[src/rtl/encoder_8b10b_if.sv]
// Byte-in / symbol-out bundle for encoder_8b10b.
// k_i exists only when ENC8B10B_KCHAR_EN is defined.
interface encoder_8b10b_if;
  logic       enable_i;
  logic       valid_i;
  logic [7:0] data_i;
`ifdef ENC8B10B_KCHAR_EN
  logic       k_i;
`endif
  logic [9:0] out10b_o;

`ifdef ENC8B10B_KCHAR_EN
  modport master (output enable_i, valid_i, data_i, k_i, input out10b_o);
  modport slave  (input enable_i, valid_i, data_i, k_i, output out10b_o);
`else
  modport master (output enable_i, valid_i, data_i, input out10b_o);
  modport slave  (input enable_i, valid_i, data_i, output out10b_o);
`endif
endinterface

[src/rtl/encoder_8b10b.sv]
// 8b/10b line encoder with running disparity; idles as K28.5.
// Optional control-character input enabled by ENC8B10B_KCHAR_EN.
module encoder_8b10b (
  input  logic             clk_i,
  input  logic             rst_ni,
  encoder_8b10b_if.slave   bus
);

  logic [9:0] out10b_q, out10b_d;
  logic       rd_q, rd_d;
  logic       isK;
  logic [4:0] xVal;
  logic [2:0] yVal;
  logic [5:0] code6Neg, sym6;
  logic [3:0] code4Neg, sym4;
  logic       unbal6, unbal4, rdMid, useAlt;

`ifdef ENC8B10B_KCHAR_EN
  logic kSupported;
  assign kSupported = (bus.data_i[4:0] == 5'd28) ||
                      ((bus.data_i[7:5] == 3'd7) &&
                       ((bus.data_i[4:0] == 5'd23) || (bus.data_i[4:0] == 5'd27) ||
                        (bus.data_i[4:0] == 5'd29) || (bus.data_i[4:0] == 5'd30)));
`endif

  // Idle and unsupported control characters both collapse to K28.5.
  always_comb begin
    isK  = 1'b0;
    xVal = bus.data_i[4:0];
    yVal = bus.data_i[7:5];
    if (!bus.valid_i) begin
      isK  = 1'b1;
      xVal = 5'd28;
      yVal = 3'd5;
    end
`ifdef ENC8B10B_KCHAR_EN
    else if (bus.k_i) begin
      isK = 1'b1;
      if (!kSupported) begin
        xVal = 5'd28;
        yVal = 3'd5;
      end
    end
`endif
  end

  // 5b/6b lookup in its RD- form; RD+ is the complement when the code is unbalanced or D.7.
  always_comb begin
    code6Neg = 6'b000000;
    case (xVal)
      5'd0:  code6Neg = 6'b100111;
      5'd1:  code6Neg = 6'b011101;
      5'd2:  code6Neg = 6'b101101;
      5'd3:  code6Neg = 6'b110001;
      5'd4:  code6Neg = 6'b110101;
      5'd5:  code6Neg = 6'b101001;
      5'd6:  code6Neg = 6'b011001;
      5'd7:  code6Neg = 6'b111000;
      5'd8:  code6Neg = 6'b111001;
      5'd9:  code6Neg = 6'b100101;
      5'd10: code6Neg = 6'b010101;
      5'd11: code6Neg = 6'b110100;
      5'd12: code6Neg = 6'b001101;
      5'd13: code6Neg = 6'b101100;
      5'd14: code6Neg = 6'b011100;
      5'd15: code6Neg = 6'b010111;
      5'd16: code6Neg = 6'b011011;
      5'd17: code6Neg = 6'b100011;
      5'd18: code6Neg = 6'b010011;
      5'd19: code6Neg = 6'b110010;
      5'd20: code6Neg = 6'b001011;
      5'd21: code6Neg = 6'b101010;
      5'd22: code6Neg = 6'b011010;
      5'd23: code6Neg = 6'b111010;
      5'd24: code6Neg = 6'b110011;
      5'd25: code6Neg = 6'b100110;
      5'd26: code6Neg = 6'b010110;
      5'd27: code6Neg = 6'b110110;
      5'd28: code6Neg = isK ? 6'b001111 : 6'b001110;
      5'd29: code6Neg = 6'b101110;
      5'd30: code6Neg = 6'b011110;
      5'd31: code6Neg = 6'b101011;
      default: code6Neg = 6'b000000;
    endcase
    unbal6 = ($countones(code6Neg) != 3);
    sym6   = (rd_q && (unbal6 || (xVal == 5'd7 && !isK))) ? ~code6Neg : code6Neg;
    rdMid  = rd_q ^ unbal6;
  end

  // 3b/4b lookup keyed on the disparity left by the 6b sub-block.
  always_comb begin
    code4Neg = 4'b0000;
    useAlt   = rd_q ? ((xVal == 5'd11) || (xVal == 5'd13) || (xVal == 5'd14))
                    : ((xVal == 5'd17) || (xVal == 5'd18) || (xVal == 5'd20));
    if (isK) begin
      case (yVal)
        3'd0: code4Neg = 4'b1011;
        3'd1: code4Neg = 4'b0110;
        3'd2: code4Neg = 4'b1010;
        3'd3: code4Neg = 4'b1100;
        3'd4: code4Neg = 4'b1101;
        3'd5: code4Neg = 4'b0101;
        3'd6: code4Neg = 4'b1001;
        3'd7: code4Neg = 4'b0111;
        default: code4Neg = 4'b0000;
      endcase
    end else begin
      case (yVal)
        3'd0: code4Neg = 4'b1011;
        3'd1: code4Neg = 4'b1001;
        3'd2: code4Neg = 4'b0101;
        3'd3: code4Neg = 4'b1100;
        3'd4: code4Neg = 4'b1101;
        3'd5: code4Neg = 4'b1010;
        3'd6: code4Neg = 4'b0110;
        3'd7: code4Neg = useAlt ? 4'b0111 : 4'b1110;
        default: code4Neg = 4'b0000;
      endcase
    end
    unbal4 = ($countones(code4Neg) != 2);
    sym4   = (rdMid && (isK || unbal4 || yVal == 3'd3)) ? ~code4Neg : code4Neg;
    rd_d   = rdMid ^ unbal4;
  end

  assign out10b_d = {sym6, sym4};

  // Disabled cycles blank the line but keep the disparity for the next symbol.
  always_ff @(posedge clk_i) begin
    if (!rst_ni) begin
      out10b_q <= 10'b0;
      rd_q     <= 1'b0;
    end else if (!bus.enable_i) begin
      out10b_q <= 10'b0;
    end else begin
      out10b_q <= out10b_d;
      rd_q     <= rd_d;
    end
  end

  assign bus.out10b_o = out10b_q;

endmodule

[src/flat_wrapper.sv]
// flat-port wrapper written by rule: the top's interface ports become plain ports
module encoder_8b10b_flat 
  (clk_i, rst_ni, bus_enable_i, bus_valid_i, bus_data_i, bus_out10b_o);
  encoder_8b10b_if bus_i ();
  input  logic clk_i;
  input  logic rst_ni;
  input wire logic [$bits(bus_i.enable_i)-1:0] bus_enable_i;
  input wire logic [$bits(bus_i.valid_i)-1:0] bus_valid_i;
  input wire logic [$bits(bus_i.data_i)-1:0] bus_data_i;
  output wire logic [$bits(bus_i.out10b_o)-1:0] bus_out10b_o;
  assign bus_i.enable_i = bus_enable_i;
  assign bus_i.valid_i = bus_valid_i;
  assign bus_i.data_i = bus_data_i;
  assign bus_out10b_o = bus_i.out10b_o;
  encoder_8b10b u_core (.clk_i(clk_i), .rst_ni(rst_ni), .bus(bus_i));
endmodule
[config.mk]
export PLATFORM = sky130hd
export DESIGN_NAME = encoder_8b10b_flat
export DESIGN_NICKNAME = d
export VERILOG_FILES = /design/src/rtl/encoder_8b10b_if.sv /design/src/rtl/encoder_8b10b.sv /design/src/flat_wrapper.sv
export SDC_FILE = /design/constraint.sdc
export NUM_CORES = 1
export LEC_CHECK = 0
export CORE_MARGIN = 5
export CORE_UTILIZATION = 51
export CTS_CLUSTER_DIAMETER = 80
export DETAILED_ROUTE_END_ITERATION = 8
export HOLD_SLACK_MARGIN = 0.08
export PLACE_DENSITY = 0.84
export SYNTH_ARGS = -nofsm -noshare
export SYNTH_HDL_FRONTEND = slang
export SYNTH_SLANG_ARGS = --single-unit
[constraint.sdc]
create_clock -name clk_i -period 5.5 [get_ports clk_i]
set_clock_uncertainty 0.2 [all_clocks]
set_input_delay 1.1 -clock clk_i [delete_from_list [all_inputs] [get_ports clk_i]]
set_output_delay 1.1 -clock clk_i [all_outputs]
set_load 0.05 [all_outputs]
==> flow_summary.yaml <==
floorplanning:
  io_pins: 22
  chipHeight_microns: 57.4
  die_w_microns: 57.4
  initial_core_util_pct: 52.9
  core_sq_um: 2170
  die_area_sq_um: 3300
  core.rowCount: 17
drt:
  drc: 0
  vias: 1039
  dr.pass1.iters: 4
  wirelength_mm: 2.43
  wl_per_cell_microns: 13.3
  antenna_left: 0
  drt_iter0_drc: 12
  vias_per_cell: 5.68
place:
  dp.cells: 179
  gp_congestion: 0.828
  dp_hpwl_mm: 1.95
  portBuffers: 21
yosys:
  synth-edff-count: 0
  ys.flop_type: "dfxtp_1"
  synth_common_cells: "nor2_1 (14), nand2_1 (12), dfxtp_1 (11), a21oi_1 (9), buf_2 (8)"
  synth_area_per_cell_sq_um: 8.25
  synth-async-reset-ratio_pct: 0
  syn_area_sq_um: 1150
  synth_warnings: 0
  synth_seq_cells: 11
  synth_nets: 161
  ys_seq_area_share_pct: 19.2
  yosys.area.top_type: "dfxtp_1"
  synth_top_area_share_pct: 19.2
  synthTopCellsByArea: "dfxtp_1 (19%), ha_1 (7.6%), xor2_1 (5.3%)"
  yosys.cell_count.top_type: "nor2_1"
  ys_types: 50
  synthCells: 139
sta:
  setup_viol: 0
  finalCritPeriodShare_pct: 87.5
  rsz0062_at_grt: "no"
  setup_tns_ns: 0
  hold_viol: 0
  worstMarginPinSlew_ns: 0.534
  relSlewSlack_pct: 64.3
  maxSlewViolCount: 0
  period_needed_ns: 4.81
  max_freq_mhz: 208
finish:
  antenna_cells: 0
  drive_gt1_share_pct: 11.6
  instances_no_fill: 183
  nets: 178
  syn2layout_area_growth_pct: 20.2
  fill_cells: 192
  multi_input_area_sq_um: 838
  regArea_sq_um: 220
worst_setup_path:
  cpMaxStageDelayCell: "clkdlybuf4s50_1"
  crit_chain: "clkdlybuf4s50_1, or4b_4, a21oi_2, o2111ai_1, nand2_1, ha_1, ha_1, fa_1, nor3b_1, o211ai_1, nand2_1, nor2_1, mux2_4"
  critPathKind: "in -> reg"
  cp_max_fo: 12
  startpoint_type: "input pin"
  end_kind: "flop"
  cp_data_required_time_ns: 5.45
  slowest_delay_ns: 0.69
  arrival_ns: 4.76
clocking:
  cts_resized: 0
  clkTransAtPathRegs_ns: 0.06
  clock-sinks: 11
  cts_tree: "done"
  clk_latency_ns: 0.25
  hold_buffers: 0
  clockRootBuffer: "clkbuf_4"
  cts_max_path_buffers: 2
  cts_made_buffers: 3
  cts_max_level: 1
  post_cts_buffers: 0
pwr:
  leakagePower_nw: 0.524
  ir_drop_mv: 0.221
  p_per_area_nw_per_um2: 258
global_route:
  grt-ovfl-total: 0
  grt_max_degree: 17
  antenna_found_initial: 0
  track_usage_pct: 14.9
  grt_pass1_wl_mm: 4.02
  grt_pass1_vias: 912
status:
  status: "finished clean"
run:
  cap_violations: 0
worst_hold_path:
  hp-class: "reg -> reg"
==> logic make-up (layout without fill, tap and decap cells) <==
kind of cell | Yosys count | after routing | share of synthesized area [%]
AOI/OAI and AO/OA | 35 | 35 | 23.0
adders and majority gates | 10 | 10 | 12.9
and+or+nand+nor | 52 | 52 | 25.7
DFF | 11 | 11 | 19.2
xor gates and xnor gates | 12 | 12 | 9.16
buffers and inverters | 17 | 33 | 7.74
muxes | 2 | 2 | 2.29
==> placed cells by master, fill, tap and decap left out, types with 2 or more instances in the layout <==
master,n
inv_1,2
o21ai_0,5
buf_4,5
nand3b_1,2
fa_1,3
o31ai_1,2
a21boi_0,3
ha_1,7
clkdlybuf4s50_1,21
nor4_1,3
nor2b_1,2
nand3_1,3
nor2_1,14
dfxtp_1,11
nor3b_1,2
xnor2_1,5
o211ai_1,2
a21oi_1,9
or3_1,2
clkbuf_4,3
nand2_1,12
xor2_1,7
nand4b_1,3
==> cell type report <==
type,instances,area share [%]
Sequential cell,11,16.0
Inverter,3,0.817
Timing Repair Buffer,26,18.0
Clock buffer,4,1.91
Tap cell,28,2.54
Multi-Input combinational cell,111,60.8
==> registers in the layout (all words and copies together), names as in the netlist <==
name and cells:
u_core.rd_q 1, u_core.bus.out10b_o 10
==> worst paths after layout <==
path	depth (start not counted)	endpoint	startpoint	slack, ns
min	2	u_core.rd_q	u_core.rd_q	0.53
min reg2reg	2	u_core.rd_q	u_core.rd_q	0.53
max reg2reg	12	u_core.bus.out10b_o[3]	u_core.rd_q	1.76
max	13	u_core.bus.out10b_o[3]	bus_data_i[4]	0.69
==> routing by layer <==
metal	track usage (%)	up-vias	part of all wire (%)
met1	18.4	473	46
met3	1.81	4	4.6
li1	-	533	-
met2	26.3	29	48
met5	0	-	0
met4	4.97	0	1.3
==> critical path, delay by kind of cell <==
family | cells | cell delay (ns)
AO/OA/AOI/OAI | 3 | 0.55
adder cells (fa/ha/maj) | 3 | 0.92
buffers and inverters | 1 | 0.69
multiplexers | 1 | 0.27
AND/OR/NAND/NOR | 5 | 1.23
==> power by group <==
group	internal [W]	switching, W
logic	0.0000837	0.000119
clock network	0.0000279	0.0000227
registers	0.0000934	0.00000859
total	0.000205	0.000151
==> metrics by stage <==
stage | setup WS, ns | utilization (%) | hold WS (ns) | cell area (sq um) | total power (W)
5_1_grt | 0.521 | 63.6 | 0.556 | 1380 | 0.000382
2_1_floorplan | 1.24 | - | 0.448 | 1150 | 0.000257
3_3_place_gp | 0.541 | 62.3 | 0.475 | 1350 | 0.000297
6_report | 0.688 | 63.6 | 0.533 | 1380 | 0.000356
4_1_cts | 0.719 | 63.6 | 0.542 | 1380 | 0.000360
3_5_place_dp | 0.447 | 62.3 | 0.528 | 1350 | 0.000308
No activity file was read; power rests on OpenSTA's default activity.
